$ cat src/rtl/bit_serializer.sv
// Parallel-to-serial converter with a one-word hold buffer in front of the shift register.
// Optional completed-word counter on port word_cnt when BIT_SERIALIZER_WORD_CNT_EN is defined.
module bit_serializer #(
    parameter int   DATA_WIDTH = 8,
    parameter bit   MSB_FIRST  = 1'b1,
    parameter logic IDLE_LEVEL = 1'b0
) (
    input  logic                  clk,
    input  logic                  rst,
    input  logic [DATA_WIDTH-1:0] in_data,
    input  logic                  in_valid,
    output logic                  in_ready,
    input  logic                  stall,
    output logic                  bit_out,
    output logic                  bit_valid,
    output logic                  word_start,
    output logic                  busy
`ifdef BIT_SERIALIZER_WORD_CNT_EN
    ,
    output logic [15:0]           word_cnt
`endif
);

    localparam int CW = $clog2(DATA_WIDTH + 1);
    localparam logic [CW-1:0] LEFT_FULL = CW'(DATA_WIDTH);
    localparam logic [CW-1:0] LEFT_ONE  = CW'(1);

    logic [DATA_WIDTH-1:0] hold_q, hold_d;
    logic                  hold_full_q, hold_full_d;
    logic [DATA_WIDTH-1:0] sh_q, sh_d;
    logic [CW-1:0]         sh_left_q, sh_left_d;

    logic                  out_bit;
    logic [DATA_WIDTH-1:0] sh_shifted;
    logic                  accept;
    logic                  consume;
    logic                  load;

    // Output end and shift direction are fixed at elaboration time.
    generate
        if (MSB_FIRST) begin : g_msb_first
            assign out_bit    = sh_q[DATA_WIDTH-1];
            assign sh_shifted = {sh_q[DATA_WIDTH-2:0], 1'b0};
        end else begin : g_lsb_first
            assign out_bit    = sh_q[0];
            assign sh_shifted = {1'b0, sh_q[DATA_WIDTH-1:1]};
        end
    endgenerate

    assign bit_valid  = (sh_left_q != '0);
    assign bit_out    = bit_valid ? out_bit : IDLE_LEVEL;
    assign word_start = bit_valid && (sh_left_q == LEFT_FULL);
    assign in_ready   = !hold_full_q;
    assign busy       = hold_full_q || bit_valid;

    assign accept  = in_valid && in_ready;
    assign consume = bit_valid && !stall;
    // Loading on the last consumed bit keeps back-to-back words gapless.
    assign load    = hold_full_q && ((sh_left_q == '0) || ((sh_left_q == LEFT_ONE) && consume));

    always_comb begin
        hold_d      = hold_q;
        hold_full_d = hold_full_q;
        sh_d        = sh_q;
        sh_left_d   = sh_left_q;

        if (accept) begin
            hold_d      = in_data;
            hold_full_d = 1'b1;
        end else if (load) begin
            hold_full_d = 1'b0;
        end

        if (load) begin
            sh_d      = hold_q;
            sh_left_d = LEFT_FULL;
        end else if (consume) begin
            sh_d      = sh_shifted;
            sh_left_d = sh_left_q - LEFT_ONE;
        end
    end

    always_ff @(posedge clk or posedge rst) begin
        if (rst) begin
            hold_q      <= '0;
            hold_full_q <= 1'b0;
            sh_q        <= '0;
            sh_left_q   <= '0;
        end else begin
            hold_q      <= hold_d;
            hold_full_q <= hold_full_d;
            sh_q        <= sh_d;
            sh_left_q   <= sh_left_d;
        end
    end

`ifdef BIT_SERIALIZER_WORD_CNT_EN
    logic [15:0] word_cnt_q, word_cnt_d;

    always_comb begin
        word_cnt_d = word_cnt_q;
        if ((sh_left_q == LEFT_ONE) && !stall) begin
            word_cnt_d = word_cnt_q + 16'd1;
        end
    end

    always_ff @(posedge clk or posedge rst) begin
        if (rst) begin
            word_cnt_q <= '0;
        end else begin
            word_cnt_q <= word_cnt_d;
        end
    end

    assign word_cnt = word_cnt_q;
`endif

endmodule

$ cat config.mk
export PLATFORM = sky130hd
export DESIGN_NAME = bit_serializer
export DESIGN_NICKNAME = d
export VERILOG_FILES = /design/src/rtl/bit_serializer.sv
export SDC_FILE = /design/constraint.sdc
export NUM_CORES = 1
export LEC_CHECK = 0
export BUFFER_PORTS_ARGS = -buffer_cell sky130_fd_sc_hd__buf_4
export CAP_MARGIN = 30
export CORE_MARGIN = 5
export CORE_UTILIZATION = 45
export CTS_BUF_LIST = sky130_fd_sc_hd__clkbuf_2 sky130_fd_sc_hd__clkbuf_4 sky130_fd_sc_hd__clkbuf_8
export DETAILED_ROUTE_END_ITERATION = 8
export PLACE_DENSITY = 0.66
export SKIP_LAST_GASP = 1
export SYNTH_ARGS = -nofsm -noshare
export SYNTH_HDL_FRONTEND = slang
export SYNTH_SLANG_ARGS = --single-unit
export TNS_END_PERCENT = 50
$ cat constraint.sdc
create_clock -name clk -period 4.2 [get_ports clk]
set_input_delay 0 -clock clk [delete_from_list [all_inputs] [get_ports clk]]
set_output_delay 0 -clock clk [all_outputs]
set_load 0.005 [all_outputs]
# [Word-level counts from Yosys, hierarchy flattened]
# Cells that the tools add are included.
[totals] regBits=21 in_bits=12 out_inout_bits=5
[classes] n_addsub=1 n_eq_ne=2 n_mux=7 n_reduce_logical=13
[op_table] operator="$mux 8" count=2
[op_table] operator="$mux 4" count=2
[op_table] operator="$logic_and 1x1->1" count=5
[op_table] operator="$eq 4x1->1 const B" count=1
[op_table] operator="$eq 4x4->1 const B" count=1
[op_table] operator="$logic_not 4->1" count=1
[op_table] operator="$reduce_bool 2->1" count=2
[op_table] operator="$reduce_bool 4->1" count=1
[op_table] operator="$sub 4x1->4 const B" count=1
[op_table] operator="$mux 1" count=3
[op_table] operator="$logic_not 1->1" count=2
[op_table] operator="$logic_or 1x1->1" count=2

# [Longest topological paths before layout]
[logic_depth] word_depth=7 mapped_depth=7 depth_no_buf=6

# [Least setup slack after synthesis]
# OpenSTA, ideal clock, no wires.
[synth_timing] kind="reg2reg" start="reg sh_left_q[0]" end="reg sh_q[5]" setup_time_ns=0.129 arrival_time_ns=1.475 required_ns=4.071 path_slack_ns=2.597 path_stages_with_launch=7 n_path_buf=0 path_cell_list="dfrtp_1 > inv_1 > ha_1 > nor3b_1 > clkinv_1 > nand3b_1 > a31oi_1"
[synth_via] elab_chain_len=6
[synth_rtl] item="from (decl)" line="31" rtl="logic [CW-1:0] sh_left_q, sh_left_d;"
[synth_rtl] item="from (signal assigned)" line="93" rtl="sh_left_q <= sh_left_d;"
[synth_rtl] item="$reduce_bool 4->1 (*)" line="50" rtl="assign bit_valid = (sh_left_q != '0);"
[synth_rtl] item="named net bit_valid" line="15" rtl="output logic bit_valid,"
[synth_rtl] item="$logic_and 1x1->1 (*)" line="57" rtl="assign consume = bit_valid && !stall;"
[synth_rtl] item="$logic_and 1x1->1" line="59" rtl="assign load = hold_full_q && ((sh_left_q == '0) || ((sh_left_q == LEFT_ONE) && consume));"
[synth_rtl] item="$logic_or 1x1->1" line="59"
[synth_rtl] item="$logic_and 1x1->1" line="59"
[synth_rtl] item="$mux 8 or $reduce_bool 2->1 (tied branches)"
[synth_rtl] item="to (signal assigned)" line="87" rtl="sh_q <= '0;"
[synth_rtl] item="to (signal assigned)" line="92" rtl="sh_q <= sh_d;"
[synth_rtl] item="to (decl)" line="30" rtl="logic [DATA_WIDTH-1:0] sh_q, sh_d;"
# The timed path passes the listed nets; every way through them passes the cells marked *.
# A chain may end at the register's enable or synchronous reset.

# [Worst setup path in the final report]
[layout_timing] start="reg sh_left_q[0]" end="out bit_out"
[layout_via] elab_chain_len=2
[layout_rtl] item="$reduce_bool 4->1" line="50"
[layout_rtl] item="$mux 1" line="51" rtl="assign bit_out = bit_valid ? out_bit : IDLE_LEVEL;"
[layout_rtl] item="to (decl)" line="14" rtl="output logic bit_out,"
# Every way passes these cells.

==> results.txt <==
- Die area: 3380 um^2
* Number of clock buffers inserted by TritonCTS: 3
- Unrepaired setup endpoints after global routing: no
* Iteration-0 DRC Markers: 35
* Number of antenna-violating nets in the routed design: 0
* Routed wire length on met2: 1.01 mm
- TritonCTS built the clock tree.
- First-pass GRT wire length: 3.88 mm
* Initial cell density of the core: 0.471
* Commonest non-fill, non-tap cell in the layout: sky130_fd_sc_hd__dfrtp_1
* Placed wire-length estimate: 1.45 mm
- Measured along the x axis, the die boundary spans 58.1 um.
- Number of warning messages in the yosys log: 0
* Signed area change from the synthesized netlist to the final layout: 24.8%
- Wires add up to 2.10 mm.
* Number of buffers inserted to repair setup after CTS: 0
- Yosys mapped the design onto 27 distinct sky130hd cell types.
* Skew final: 0.00727 ns
- Pin count of the biggest net entering global routing: 24
- Worst setup slack after placement: 2.51 ns
- The via count of the first global-routing pass was 816.
- The worst setup path is launched from a flip-flop.
* Result of the run: completed
- CTS Sinks: 21
- Pin placement for this block handled 17 I/O pins.
* Max Used Layer: met4
- The synthesized design spends more area on one cell type than any other, namely sky130_fd_sc_hd__dfrtp_1.
* Maxcap violations: 0
- Data required time of the critical path: 4.20 ns
- Sum of negative setup slack: 0 ns
- Number of max-slew violations in the final report: 0
- DR DRC count: 0
- Master cell of the clock root buffer: sky130_fd_sc_hd__clkbuf_4
* Slew headroom: 0.473
- Fraction of layout instances using a drive strength above 1: 0.234
- Number of I/O port buffers: 16
- Power density normalized to cell area: 615 nW/um^2
- Clock-pin slew was measured on the worst setup and hold paths at 0.13 ns.
- Syn nets: 113
- Cells after Synth: 99
- Post-Place Cells: 137
- STA classifies the critical path endpoint as a primary output.
* Routed via count divided by cell count: 5.30
* Core region area: 2210 um^2
- Arrival time reported for the critical path endpoint: 1.99 ns
- Setup violations remaining at the end of the flow were counted as 0.
- Number of optimization iterations in the first detailed-route pass: 4
* Non-filler instance count after layout: 152
* Final #Nets: 139
- Timing would allow up to 0.502 GHz.
- N_diodes: 0
- Number of buffers inserted for hold repair after clock tree synthesis: 11
* CP Max Fanout: 14
* Max Root-Sink Buffers: 2
- The floorplan has 17 rows.
- Ranking of synthesized cells by area: sky130_fd_sc_hd__dfrtp_1 (50%), sky130_fd_sc_hd__mux2_2 (7.6%), sky130_fd_sc_hd__o21ai_0 (5.8%), sky130_fd_sc_hd__a211oi_1 (5.0%), sky130_fd_sc_hd__nand3b_1 (5.0%)
* Antenna violations before repair: 0
- Class of the most critical hold timing path: primary input to asynchronous set/reset pin
- For this run, the share of the core covered by cells in the final layout is 0.587.
- Detail Route met3 WL: 66 um
- Sequential-to-total area share from yosys stat: 0.505
* Mapped Avg Cell Area: 10.5 um^2
- Max rail drop VDD: 358 uV
- The routed layout has 806 vias.
- Die outline height: 58.1 um
- Share of the synthesized area in the top cell type: 0.505
- Final critical-path share of the clock period: 0.474
- At the end of routability-driven placement, the weighted congestion stood at 0.832.
- CTS H-tree depth: 1
* Highest-count cells in the layout ignoring fill and taps: sky130_fd_sc_hd__dfrtp_1 (21), sky130_fd_sc_hd__buf_4 (17), sky130_fd_sc_hd__o21ai_0 (12)
- By startpoint and endpoint, the worst setup path is classified as flip-flop to primary output.
- Routed WL per cell: 13.8 um
- Lkg Pwr: 0.000562 uW
* Netlist area before placement: 1040 um^2
* Final count of hold timing violations: 0
- In the post-route analysis, the smallest setup slack over all paths is 2.21 ns.
* Aggregate global-route resource usage: 0.147
- The later pin in the worst-skew pair is clocked with a latency of 0.31 ns.
- Slew of the pin with the lowest slew margin: 0.789 ns
* #FFs+latches synth: 21
* Grt ovf: 0
* Routed metal-1 wire length: 1.01 mm
* Count of cells resized by post-cts repair: 0
- The smallest clock period supported by the final layout is computed as 1.99 ns.
through the flow:
stage	power [uW]	hold WS (ns)	area (um^2)
after global placement	685	0.205	1160
after CTS	806	0.425	1300
after global routing	879	0.430	1300
after floorplan	610	-0.0235	1040
final	799	0.391	1300
after detailed placement	698	0.208	1160
path summary, 6_finish.rpt:
check / slack (ns) / from / cells past startpoint / endpoint
worst max-delay path: 2.21 / sh_left_q[0] / 7 / bit_out
worst min-delay path: 0.39 / rst / 3 / hold_q[2]
worst max register to register: 2.50 / sh_left_q[0] / 7 / sh_q[3]
worst min register to register: 0.53 / hold_q[3] / 1 / hold_q[3]
max in group asynchronous: 3.32 / rst / 3 / sh_left_q[2]
min in group clk: 0.45 / in_data[2] / 3 / hold_q[2]
per-layer routing:
| metal | vias to the layer above | GRT usage |
|---|---|---|
| met5 | - | 0 |
| met4 | 0 | 0.0497 |
| met3 | 2 | 0.0267 |
| met2 | 14 | 0.237 |
| met1 | 382 | 0.199 |
| li1 | 408 | - |
cells by family (layout without fill, tap and decap cells):
| family | Yosys count | after routing | share of synthesized area |
|---|---|---|---|
| DFF | 21 | 21 | 0.505 |
| adders and majority gates | 2 | 2 | 0.0240 |
| buffers and inverters | 14 | 39 | 0.0661 |
| AOI/OAI and AO/OA | 32 | 32 | 0.188 |
| muxes | 8 | 8 | 0.0853 |
| and+or+nand+nor | 22 | 22 | 0.132 |
critical path, stage by stage (launching register included):
cell and delay (ns):
sky130_fd_sc_hd__dfrtp_1 0.44, sky130_fd_sc_hd__inv_1 0.07, sky130_fd_sc_hd__ha_1 0.20, sky130_fd_sc_hd__nor3b_1 0.20, sky130_fd_sc_hd__buf_4 0.20, sky130_fd_sc_hd__clkinv_1 0.22
sky130_fd_sc_hd__and2_1 0.23, sky130_fd_sc_hd__buf_4 0.13
Yosys cell counts:
master,number
sky130_fd_sc_hd__and2b_1,1
sky130_fd_sc_hd__ha_1,2
sky130_fd_sc_hd__o21ai_0,12
sky130_fd_sc_hd__or3_1,2
sky130_fd_sc_hd__a31oi_1,7
sky130_fd_sc_hd__a211oi_1,7
sky130_fd_sc_hd__or3b_1,1
sky130_fd_sc_hd__or4_2,1
sky130_fd_sc_hd__nor3_1,1
sky130_fd_sc_hd__inv_1,5
sky130_fd_sc_hd__mux2_2,7
sky130_fd_sc_hd__nor3b_1,1
sky130_fd_sc_hd__a211o_1,1
sky130_fd_sc_hd__a21oi_1,3
sky130_fd_sc_hd__nand2_1,3
sky130_fd_sc_hd__mux2i_1,1
sky130_fd_sc_hd__nand2b_1,1
sky130_fd_sc_hd__dfrtp_1,21
sky130_fd_sc_hd__buf_6,2
sky130_fd_sc_hd__a21o_1,1
sky130_fd_sc_hd__clkbuf_2,1
sky130_fd_sc_hd__and2_1,1
sky130_fd_sc_hd__nand3b_1,7
sky130_fd_sc_hd__o31ai_1,1
sky130_fd_sc_hd__nor2_1,3
sky130_fd_sc_hd__clkinv_1,2
sky130_fd_sc_hd__clkbuf_1,4
flip-flops by register name, indices dropped and copies added (netlist names):
signal	count
sh_q	8
sh_left_q	4
hold_full_q	1
hold_q	8
report_power, final:
group / internal (uW) / total, uW / leakage [uW] / switching (uW)
registers: 302 / 365 / 0.000254 / 63.6
logic: 163 / 333 / 0.000291 / 170
clock network: 35.5 / 101 / 0.0000177 / 65.5
area by class of cell:
cell class                      instances  area, um^2
Timing Repair Buffer                   28         238
Clock inverter                          1        5.00
Clock buffer                            3        22.5
Inverter                                7        26.3
Sequential cell                        21         526
Tap cell                               28        35.0
Multi-Input combinational cell         64         447
Fill cell                             200         913
Power figures use the tool's default switching activity.
